### config.mk
export PLATFORM = sky130hd
export DESIGN_NAME = ss_transfer_engine
export DESIGN_NICKNAME = d
export VERILOG_FILES = /design/src/rtl/ss_xfer_pkg.sv /design/src/rtl/ss_xfer_checksum.sv /design/src/rtl/ss_transfer_engine.sv
export SDC_FILE = /design/constraint.sdc
export NUM_CORES = 1
export LEC_CHECK = 0
export CAP_MARGIN = 25
export CORE_UTILIZATION = 54
export CTS_BUF_LIST = sky130_fd_sc_hd__clkbuf_4 sky130_fd_sc_hd__clkbuf_8 sky130_fd_sc_hd__clkbuf_16
export CTS_CLUSTER_DIAMETER = 200
export DETAILED_ROUTE_END_ITERATION = 6
export PLACE_DENSITY = 0.94
export SLEW_MARGIN = 40
export SYNTH_ARGS = -nofsm -noshare
export SYNTH_HDL_FRONTEND = slang
export SYNTH_SLANG_ARGS = --single-unit
export TNS_END_PERCENT = 5
### constraint.sdc
create_clock -name clk_sys -period 5.4 [get_ports clk_sys]
set_clock_uncertainty 0.05 [all_clocks]
set_input_delay 0.54 -clock clk_sys [delete_from_list [all_inputs] [get_ports clk_sys]]
set_output_delay 0.54 -clock clk_sys [all_outputs]
set_load 0.005 [all_outputs]
### src/rtl/ss_xfer_pkg.sv
// Shared types and constants for the save-state transfer engine.
// Imported by the checksum unit and the top-level sequencer.
package ss_xfer_pkg;

  typedef enum logic [2:0] {
    S_IDLE,
    S_SAVE_HALT,
    S_SAVE_READ,
    S_SAVE_PUSH,
    S_SAVE_SUM,
    S_LOAD_DATA,
    S_LOAD_CHECK,
    S_LOAD_WAIT
  } ss_state_e;

  localparam int SS_XFER_CSUM_SEED = 0;

endpackage

### src/rtl/ss_xfer_checksum.sv
// Running modular-sum checksum shared by the save and load paths.
// Clear has priority over accumulate; compare is combinational.
module ss_xfer_checksum
  import ss_xfer_pkg::*;
#(
  parameter int DATA_WIDTH = 32
) (
  input  logic                  clk,
  input  logic                  rst_n,
  input  logic                  i_clear,
  input  logic                  i_acc,
  input  logic [DATA_WIDTH-1:0] i_data,
  input  logic [DATA_WIDTH-1:0] i_cmp,
  output logic [DATA_WIDTH-1:0] o_sum,
  output logic                  o_match
);

  localparam logic [DATA_WIDTH-1:0] SEED =
    DATA_WIDTH'(SS_XFER_CSUM_SEED);

  logic [DATA_WIDTH-1:0] r_sum;

  always_ff @(posedge clk or negedge rst_n) begin
    if (!rst_n) begin
      r_sum <= SEED;
    end else if (i_clear) begin
      r_sum <= SEED;
    end else if (i_acc) begin
      r_sum <= r_sum + i_data;
    end
  end

  assign o_sum   = r_sum;
  assign o_match = (r_sum == i_cmp);

endmodule

### src/rtl/ss_transfer_engine.sv
// Save-state capture/restore sequencer between the core bus and the
// APF bridge streams, with checksum trailer and halt timeout.
module ss_transfer_engine
  import ss_xfer_pkg::*;
#(
  parameter int DATA_WIDTH   = 32,
  parameter int ADDR_WIDTH   = 8,
  parameter int WORD_COUNT   = 116,
  parameter int READ_LATENCY = 10,
  parameter int HALT_TIMEOUT = 4096
) (
  input  logic                  clk_sys,
  input  logic                  reset_n,
  input  logic                  save_req,
  input  logic                  load_req,
  output logic                  save_ack,
  output logic                  save_busy,
  output logic                  save_ok,
  output logic                  save_err,
  output logic                  load_ack,
  output logic                  load_busy,
  output logic                  load_ok,
  output logic                  load_err,
  input  logic                  load_valid,
  output logic                  load_ready,
  input  logic [DATA_WIDTH-1:0] load_data,
  output logic                  save_valid,
  input  logic                  save_ready,
  output logic [DATA_WIDTH-1:0] save_data,
  output logic [ADDR_WIDTH-1:0] bus_addr,
  output logic [DATA_WIDTH-1:0] bus_in,
  output logic                  bus_wren,
  output logic                  bus_reset_n,
  input  logic [DATA_WIDTH-1:0] bus_out,
  input  logic                  ss_ready,
  output logic                  ss_halt,
  output logic                  ss_reset
);

  localparam int TW = $clog2(HALT_TIMEOUT + 1);
  localparam int LW = $clog2(READ_LATENCY + 1);
  localparam logic [TW-1:0] T_MAX = TW'(HALT_TIMEOUT - 1);
  localparam logic [LW-1:0] L_MAX = LW'(READ_LATENCY);
  localparam logic [ADDR_WIDTH-1:0] A_LAST =
    ADDR_WIDTH'(WORD_COUNT - 1);

  ss_state_e r_state;
  ss_state_e w_next;

  logic                  r_save_req_d;
  logic                  r_load_req_d;
  logic                  w_save_rise;
  logic                  w_load_rise;
  logic [TW-1:0]         r_timer;
  logic [LW-1:0]         r_lat;
  logic [1:0]            r_commit;
  logic                  r_lpend;
  logic                  r_err;

  logic                  r_save_ack;
  logic                  r_save_busy;
  logic                  r_save_ok;
  logic                  r_save_err;
  logic                  r_load_ack;
  logic                  r_load_busy;
  logic                  r_load_ok;
  logic                  r_load_err;
  logic                  r_save_valid;
  logic [DATA_WIDTH-1:0] r_save_data;
  logic [ADDR_WIDTH-1:0] r_bus_addr;
  logic [DATA_WIDTH-1:0] r_bus_in;
  logic                  r_bus_wren;
  logic                  r_bus_reset_n;
  logic                  r_ss_reset;

  logic                  w_csum_clr;
  logic                  w_csum_acc;
  logic [DATA_WIDTH-1:0] w_csum_data;
  logic [DATA_WIDTH-1:0] w_sum;
  logic                  w_match;
  logic                  w_last;
  logic                  w_lat_done;
  logic                  w_load_ready;

  assign w_save_rise = save_req & ~r_save_req_d;
  assign w_load_rise = load_req & ~r_load_req_d;
  assign w_last      = (r_bus_addr == A_LAST);
  assign w_lat_done  = (r_lat == L_MAX);

  ss_xfer_checksum #(
    .DATA_WIDTH(DATA_WIDTH)
  ) u_csum (
    .clk    (clk_sys),
    .rst_n  (reset_n),
    .i_clear(w_csum_clr),
    .i_acc  (w_csum_acc),
    .i_data (w_csum_data),
    .i_cmp  (load_data),
    .o_sum  (w_sum),
    .o_match(w_match)
  );

  always_ff @(posedge clk_sys or negedge reset_n) begin
    if (!reset_n) begin
      r_state <= S_IDLE;
    end else begin
      r_state <= w_next;
    end
  end

  always_comb begin
    w_next       = r_state;
    w_csum_clr   = 1'b0;
    w_csum_acc   = 1'b0;
    w_csum_data  = load_data;
    w_load_ready = 1'b0;
    unique case (r_state)
      S_IDLE: begin
        if (w_save_rise) begin
          w_next     = S_SAVE_HALT;
          w_csum_clr = 1'b1;
        end else if (load_valid) begin
          w_next     = S_LOAD_DATA;
          w_csum_clr = 1'b1;
        end
      end
      S_SAVE_HALT: begin
        if (ss_ready) begin
          w_next = S_SAVE_READ;
        end else if (r_timer == T_MAX) begin
          w_next = S_IDLE;
        end
      end
      S_SAVE_READ: begin
        w_csum_data = bus_out;
        if (w_lat_done) begin
          w_next     = S_SAVE_PUSH;
          w_csum_acc = 1'b1;
        end
      end
      S_SAVE_PUSH: begin
        if (save_ready) begin
          w_next = w_last ? S_SAVE_SUM : S_SAVE_READ;
        end
      end
      S_SAVE_SUM: begin
        if (save_ready) begin
          w_next = S_IDLE;
        end
      end
      S_LOAD_DATA: begin
        // the write cycle closes ready so each word gets its own bus slot
        w_load_ready = ~r_bus_wren;
        w_csum_acc   = ~r_bus_wren & load_valid;
        if (r_bus_wren && w_last) begin
          w_next = S_LOAD_CHECK;
        end
      end
      S_LOAD_CHECK: begin
        w_load_ready = 1'b1;
        if (load_valid) begin
          w_next = S_LOAD_WAIT;
        end
      end
      S_LOAD_WAIT: begin
        if (r_commit == 2'd2) begin
          w_next = S_IDLE;
        end
      end
      default: w_next = S_IDLE;
    endcase
  end

  always_ff @(posedge clk_sys or negedge reset_n) begin
    if (!reset_n) begin
      r_save_req_d  <= 1'b0;
      r_load_req_d  <= 1'b0;
      r_timer       <= '0;
      r_lat         <= '0;
      r_commit      <= 2'd0;
      r_lpend       <= 1'b0;
      r_err         <= 1'b0;
      r_save_ack    <= 1'b0;
      r_save_busy   <= 1'b0;
      r_save_ok     <= 1'b0;
      r_save_err    <= 1'b0;
      r_load_ack    <= 1'b0;
      r_load_busy   <= 1'b0;
      r_load_ok     <= 1'b0;
      r_load_err    <= 1'b0;
      r_save_valid  <= 1'b0;
      r_save_data   <= '0;
      r_bus_addr    <= '0;
      r_bus_in      <= '0;
      r_bus_wren    <= 1'b0;
      r_bus_reset_n <= 1'b0;
      r_ss_reset    <= 1'b0;
    end else begin
      r_save_req_d  <= save_req;
      r_load_req_d  <= load_req;
      r_save_ack    <= 1'b0;
      r_load_ack    <= 1'b0;
      r_load_busy   <= 1'b0;
      r_ss_reset    <= 1'b0;
      r_bus_reset_n <= 1'b1;
      if (r_lpend) begin
        r_lpend    <= 1'b0;
        r_load_err <= 1'b1;
      end
      unique case (r_state)
        S_IDLE: begin
          r_bus_addr   <= '0;
          r_bus_wren   <= 1'b0;
          r_save_valid <= 1'b0;
          if (w_save_rise) begin
            r_save_ack  <= 1'b1;
            r_save_busy <= 1'b1;
            r_save_ok   <= 1'b0;
            r_save_err  <= 1'b0;
            r_load_ok   <= 1'b0;
            r_load_err  <= 1'b0;
            r_lpend     <= 1'b0;
            r_timer     <= '0;
          end else begin
            if (load_valid) begin
              r_err <= 1'b0;
            end
            if (w_load_rise) begin
              r_load_ack <= 1'b1;
              r_load_ok  <= 1'b0;
              r_lpend    <= 1'b1;
            end
          end
        end
        S_SAVE_HALT: begin
          if (ss_ready) begin
            r_lat <= '0;
          end else if (r_timer == T_MAX) begin
            r_save_busy <= 1'b0;
            r_save_err  <= 1'b1;
          end else begin
            r_timer <= r_timer + TW'(1);
          end
        end
        S_SAVE_READ: begin
          if (w_lat_done) begin
            r_save_data  <= bus_out;
            r_save_valid <= 1'b1;
          end else begin
            r_lat <= r_lat + LW'(1);
          end
        end
        S_SAVE_PUSH: begin
          if (save_ready) begin
            if (w_last) begin
              r_save_data <= w_sum;
            end else begin
              r_save_valid <= 1'b0;
              r_bus_addr   <= r_bus_addr + ADDR_WIDTH'(1);
              r_lat        <= '0;
            end
          end
        end
        S_SAVE_SUM: begin
          if (save_ready) begin
            r_save_valid <= 1'b0;
            r_save_busy  <= 1'b0;
            r_save_ok    <= 1'b1;
          end
        end
        S_LOAD_DATA: begin
          if (r_bus_wren) begin
            r_bus_wren <= 1'b0;
            if (!w_last) begin
              r_bus_addr <= r_bus_addr + ADDR_WIDTH'(1);
            end
          end else if (load_valid) begin
            r_bus_in   <= load_data;
            r_bus_wren <= 1'b1;
          end
        end
        S_LOAD_CHECK: begin
          if (load_valid && !w_match) begin
            r_err <= 1'b1;
          end
        end
        S_LOAD_WAIT: begin
          unique case (r_commit)
            2'd0: begin
              if (w_load_rise) begin
                r_load_ack <= 1'b1;
                r_load_ok  <= 1'b0;
                r_load_err <= 1'b0;
                r_commit   <= 2'd1;
              end
            end
            2'd1: begin
              r_load_busy <= 1'b1;
              r_commit    <= 2'd2;
              if (r_err) begin
                r_bus_reset_n <= 1'b0;
              end else begin
                r_ss_reset <= 1'b1;
              end
            end
            default: begin
              r_commit <= 2'd0;
              if (r_err) begin
                r_load_err <= 1'b1;
              end else begin
                r_load_ok <= 1'b1;
              end
            end
          endcase
        end
        default: ;
      endcase
    end
  end

  assign save_ack    = r_save_ack;
  assign save_busy   = r_save_busy;
  assign save_ok     = r_save_ok;
  assign save_err    = r_save_err;
  assign load_ack    = r_load_ack;
  assign load_busy   = r_load_busy;
  assign load_ok     = r_load_ok;
  assign load_err    = r_load_err;
  assign load_ready  = w_load_ready;
  assign save_valid  = r_save_valid;
  assign save_data   = r_save_data;
  assign bus_addr    = r_bus_addr;
  assign bus_in      = r_bus_in;
  assign bus_wren    = r_bus_wren;
  assign bus_reset_n = r_bus_reset_n;
  assign ss_halt     = (r_state != S_IDLE);
  assign ss_reset    = r_ss_reset;

endmodule

==> results of run 1 <==
## layout make-up
class / count / area (µm²)
fill: 1044 / 4398
inverter: 22 / 82.58
clock inverter: 5 / 56.30
sequential: 142 / 3553
tap: 211 / 264.0
clock buffer: 25 / 516.7
multi-input combinational: 693 / 4863
timing repair buffer: 164 / 1637
## power by group
part | switching [W] | total [W] | leakage [nW] | internal, W
Clock | 0.000452 | 0.00116 | 0.285 | 0.000704
Sequential | 0.000350 | 0.00177 | 1.86 | 0.00142
Combinational | 0.00128 | 0.00258 | 2.87 | 0.00129
Total | 0.00209 | 0.00550 | 5.01 | 0.00342
## synthesized netlist by cell type (7+ instances only)
cell	count	area, µm²
nand2b_1	11	68.82
o31ai_1	7	52.55
and3_1	7	43.79
a21oi_1	50	250.2
nor4_1	7	43.79
nor3_1	14	70.07
xor2_1	44	385.4
nand3_1	47	235.2
o21ai_0	79	395.4
o21ai_1	11	55.05
xnor2_1	25	219.0
clkbuf_1	32	120.1
mux2_2	63	709.4
inv_1	20	75.07
a21o_1	21	157.7
dfrtp_1	142	3553
nand2_1	99	371.6
nand4_1	15	93.84
nor2_1	35	131.4
mux2i_1	36	360.4
ha_1	42	525.5
## per-stage QoR
step                util (%)  setup slack, ns  std cells
finish                 71.39           0.9101       1262
global route           71.39           0.6924       1262
CTS                    71.35           0.9887       1262
detailed placement     67.62            1.027       1232
global placement       67.46            1.154       1231
floorplan                  -            1.459        897
## layout by cell type, fill, tap and decap left out, drive strengths merged, types with 6 or more instances in the layout
cell type,n
mux2,63
mux2i,36
o31ai,7
clkbuf,26
o22ai,6
nand2,100
a21oi,50
nor2,35
nor3,14
nor4,8
nand2b,11
a31oi,6
xnor2,25
o21ai,92
and3,7
dfrtp,142
ha,42
xor2,44
inv,22
buf,8
nand3,47
o21bai,6
a21o,21
clkdlybuf4s50,155
nand4,15
## logic make-up (layout without fill, tap and decap cells)
family,count (synthesis),after routing,synth area share (%)
compound gates,219,219,15.55
simple gates,263,263,14.64
fa+ha+maj,43,43,6.338
xor+xnor,69,69,7.021
mux,99,99,12.43
flops,142,142,41.29
buf+inv,62,216,2.733
## metal layers
metal,track usage (%),vias up,share of wire [%]
li1,-,3524,-
met1,36.94,3711,41
met2,49.70,383,48
met3,7.763,70,7.9
met4,12.39,0,3.2
met5,0,-,0
## worst paths after layout
path,slack [ns],end,depth (start not counted),startpoint
worst max-delay path,0.91,u_csum.o_sum[28],13,r_state[1]
worst min-delay path,0.1,bus_addr[3],1,reset_n
worst max register to register,0.91,u_csum.o_sum[28],13,r_state[1]
worst min register to register,0.43,save_data[25],2,save_data[25]
max in group asynchronous,4.20,u_csum.o_sum[20],2,reset_n
min in group clk_sys,0.43,save_data[25],2,save_data[25]
## flip-flops by register name, summed over array words and instances (netlist names), 2 cells and up
signal,count
r_lat,4
r_state,3
save_data,32
bus_in,32
u_csum.o_sum,32
r_timer,13
bus_addr,8
r_commit,2
## critical path, delay by kind of cell (launching register included)
family	cells	cell delay [ns]
and+or+nand+nor	3	1.01
AOI/OAI and AO/OA	6	1.35
adders and majority gates	2	0.62
muxes	1	0.42
DFF	1	0.75
xor gates and xnor gates	1	0.18
==> run_results.csv, run 1 <==
group,metric,value,unit
power,ir_drop,346.3,µV
route,first_pass_iters,5,
cts,cts-hold-fix-buffers,0,
setup_path,critPathArrivalTime,4.76,ns
status,status,"finished, final reports clean",
grt,grt-ovfl-total,0,
timing,holdWs,0.09947,ns
cts,post_cts_buffers,0,
route,drt_wl_total,23.33,mm
timing,rsz0062_at_grt,"no",
grt,grt_pass1_wl,38.23,mm
logic_synthesis,syn-instance-count,897,
route,drt_iter0_markers,749,
cts,clockBufferDepth,2,
floorplanning,rows,45,
logic_synthesis,synth_edf_count,0,
logic_synthesis,synth.yosys.seq_area_share,41.29,%
timing,finalHoldViolCount,0,
final_layout,fin_area,0.01097,mm²
route,post_drt_wl_per_cell,18.48,µm
timing,worst_pin_slew,0.8108,ns
cts,cts_num_sinks,142,
grt,grt_pass1_vias,7599,
placed_design,place_hpwl,16.41,mm
timing,setup-violations-final,0,
setup_path,crit_slowest_cell,"dfrtp_1",
cts,cts.clk_slew.worst_paths,0.06,ns
setup_path,crit_chain,"nand2b_1 -> nor2_4 -> mux2_2 -> ha_1 -> fa_1 -> nand3_1 -> a21o_1 -> a311oi_1 -> o31ai_1 -> a211oi_2 -> o31ai_1 -> xor2_1 -> o21ai_1",
logic_synthesis,ys_ff_latch,142,
timing,max_freq,222.7,MHz
power,cellPowerDensity,501.6,mW/mm²
setup_path,crit_fanout,25,
final_layout,n_antenna_cell,0,
cts,root_buffer,"clkbuf_16",
final_layout,area_growth,27.49,%
timing,slew-limit-headroom,45.82,%
route,drc_errors,0,
final_layout,drive_gt1_share,11.42,%
route,viasPerCell,6.092,
timing,min_period,4.490,ns
floorplanning,boundaryPins,157,
cts,cts_resized,0,
floorplanning,dieHeight,128.3,µm
setup_path,criticalPathCategory,"reg -> reg",
timing,finalMaxSlewViolations,0,
power,power,0.005504,W
floorplanning,die_w,128.3,µm
grt,antenna_found_initial,0,
job,max-cap-violations,0,
logic_synthesis,synthDistinctLibCells,63,
logic_synthesis,syn_area_per_cell,9.595,µm²
route,ant_nets,0,
logic_synthesis,syn_area,0.008607,mm²
setup_path,endpoint_kind,"register",
placed_design,placed_cell_area,0.01039,mm²
floorplanning,die-area,0.01645,mm²
logic_synthesis,synth_nets,1011,
cts,cts_tree,"done",
placed_design,io_buffers,156,
logic_synthesis,synth_warnings,0,
floorplanning,initial_core_util,56.00,%
placed_design,gp_congestion,0.9303,
setup_path,cpMostUsedCell,"o31ai_1",
logic_synthesis,ys.flop_type,"dfrtp_1",
grt,grt_max_degree,84,
final_layout,nets,1154,
cts,htree_levels,4,
worst_hold_path,hold_path_class,"in -> async",
floorplanning,core,0.01537,mm²
power,leakagePower,5.011,nW
setup_path,cp.required,5.67,ns
cts,cts_made_buffers,17,
logic_synthesis,async_flop_share,100.0,%
timing,period_share,83.15,%
grt,grt_usage,29.91,%
timing,tns,0,ns
setup_path,critPathMaxStageDelay,0.75,ns
cts,clk_latency,0.43,ns
setup_path,crit_path_start_kind,"register",
route,vias,7688,
(Power assumes the default switching activity.)
==> run 2: changes to the inputs <==
Settings changed: CORE_UTILIZATION 54 to 48, PLACE_DENSITY 0.94 to 0.89.
Clock period 5.4 ns to 3.8 ns, I/O delays scaled along.
==> run 2 against run 1 <==
Effect of this change:
- register-to-register slack got worse by 0.70 ns
- power rose by 47%
- via count fell by 2.2%
- sequential cell count unchanged
==> run_results.csv, run 2 (same netlist as run 1, synthesis figures left out) <==
group,metric,value,unit
route,ant_nets,0,
timing,fin_ws,0.2149,ns
route,drt_iter0_markers,598,
cts,post_cts_buffers,0,
placed_design,place_hpwl,16.92,mm
power,ir_drop,420.6,µV
route,post_drt_wl_per_cell,17.86,µm
timing,finalHoldViolCount,0,
setup_path,criticalPathCategory,"reg -> reg",
power,cellPowerDensity,724.6,mW/mm²
floorplanning,die-area,0.01847,mm²
cts,cts_num_sinks,142,
floorplanning,rows,48,
cts,root_buffer,"clkbuf_16",
timing,slew-limit-headroom,51.78,%
floorplanning,dieHeight,135.9,µm
final_layout,nets,1162,
setup_path,worst_path_dominant_cell_family,"compound AO/OA/AOI/OAI gates",
timing,tns,0,ns
grt,grt_pass1_wl,37.58,mm
setup_path,crit_fanout,25,
setup_path,cp.required,4.12,ns
route,met1_length,9.718,mm
placed_design,post-place-cells,1253,
timing,min_period,3.585,ns
timing,period_share,94.35,%
final_layout,final_common_cell,"clkdlybuf4s50_1",
placed_design,gp_congestion,0.9211,
cts,cts_tree,"done",
floorplanning,initial_core_util,49.42,%
final_layout,final_cell_mix,"clkdlybuf4s50_1, dfrtp_1, nand2_1",
timing,max_freq,278.9,MHz
route,drc_errors,0,
route,dr.max_layer_used,"met4",
final_layout,n_antenna_cell,0,
timing,worst_pin_slew,0.7120,ns
setup_path,crit_buf_inv,1,
grt,grt_pass1_vias,7484,
setup_path,critPathArrivalTime,3.91,ns
floorplanning,core,0.01742,mm²
floorplanning,boundaryPins,157,
setup_path,crit_slowest_cell,"or4_1",
grt,antenna_found_initial,0,
final_layout,stdcell_count,1286,
setup_path,crit_chain,"nand2b_1 -> nor2_4 -> buf_12 -> mux2_2 -> ha_1 -> a21o_1 -> a21oi_1 -> o21ai_2 -> a21oi_1 -> o31a_1 -> o31a_1 -> or4_1 -> nand3_1",
route,wl_met2,11.06,mm
setup_path,crit_path_start_kind,"register",
floorplanning,die_w,135.9,µm
power,leakagePower,5.077,nW
route,first_pass_iters,5,
route,route.met3.wl,1.574,mm
grt,grt_usage,26.05,%
placed_design,dpl_worst_slack,0.1922,ns
final_layout,drive_gt1_share,12.25,%
setup_path,rrSetupSlack,0.21,ns
final_layout,fillCellCount,1346,
timing,finalMaxSlewViolations,0,
route,viasPerCell,5.845,
placed_design,io_buffers,156,
cts,cts.clk_slew.worst_paths,0.07,ns
grt,grt-ovfl-total,0,
job,max-cap-violations,0,
timing,rsz0062_at_grt,"no",
setup_path,endpoint_kind,"register",
cts,clk_latency,0.44,ns
setup_path,critPathMaxStageDelay,0.48,ns
timing,setup-violations-final,0,
cts,cts_made_buffers,17,
grt,grt_max_degree,85,
cts,clockBufferDepth,2,
route,vias,7517,
route,drt_wl_total,22.97,mm
final_layout,area_growth,29.83,%
status,status,"finished, final reports clean",
cts,htree_levels,4,
worst_hold_path,hold_path_class,"in -> reg",
-- run 2: where the power goes --
group | leakage (nW) | internal, W | switching (W)
Combinational | 2.91 | 0.00189 | 0.00189
Sequential | 1.86 | 0.00202 | 0.000417
Clock | 0.309 | 0.00118 | 0.000706
-- run 2: final cells by class --
class / instances / area (µm²) / area share [%]
multi-input combinational: 693 / 4877 / 43.65
sequential: 142 / 3553 / 31.80
timing repair buffer: 172 / 1719 / 15.38
clock buffer: 17 / 425.4 / 3.807
tap: 225 / 281.5 / 2.519
clock inverter: 15 / 235.2 / 2.105
inverter: 22 / 82.58 / 0.7390
-- run 2: metal layers --
metal  vias to the layer above  track usage (%)
met5                         -                0
met2                       293            43.31
met4                         0            8.580
li1                       3548                -
met1                      3617            33.21
met3                        59            6.227
-- run 2: per-stage QoR --
stage,total power (W),hold slack (ns),utilization (%),instance area [µm²]
floorplan,0.004631,0.03441,-,8611
CTS,0.008090,0.3742,64.08,11160
finish,0.008097,0.3874,64.16,11170
detailed placement,0.006167,0.4236,60.23,10490
global route,0.008611,0.3799,64.16,11170
global placement,0.006020,0.4115,59.96,10440
-- run 2: final timing paths --
path | startpoint | to | cells past startpoint
setup / recovery | r_state[0] | u_csum.o_sum[27] | 13
hold / removal | load_req | r_load_req_d | 1
setup reg to reg | r_state[0] | u_csum.o_sum[27] | 13
hold reg to reg | save_data[28] | save_data[28] | 2
max in group asynchronous | reset_n | bus_in[20] | 3
min in group asynchronous | reset_n | u_csum.o_sum[3] | 2
-- run 2: repair_timing --
item / 4_1_cts / 5_1_grt
setup endpoints to repair: 0 / 2
hold buffers: 1 / 0
endpoints found under the hold margin: 60 / 0
gates resized for setup: 0 / 2
==> run 3: changes to the inputs <==
Settings changed: CTS_CLUSTER_DIAMETER 200 to 80.
==> results of run 3 <==
The final DEF is identical to that of run 2; final timing and power are the same.
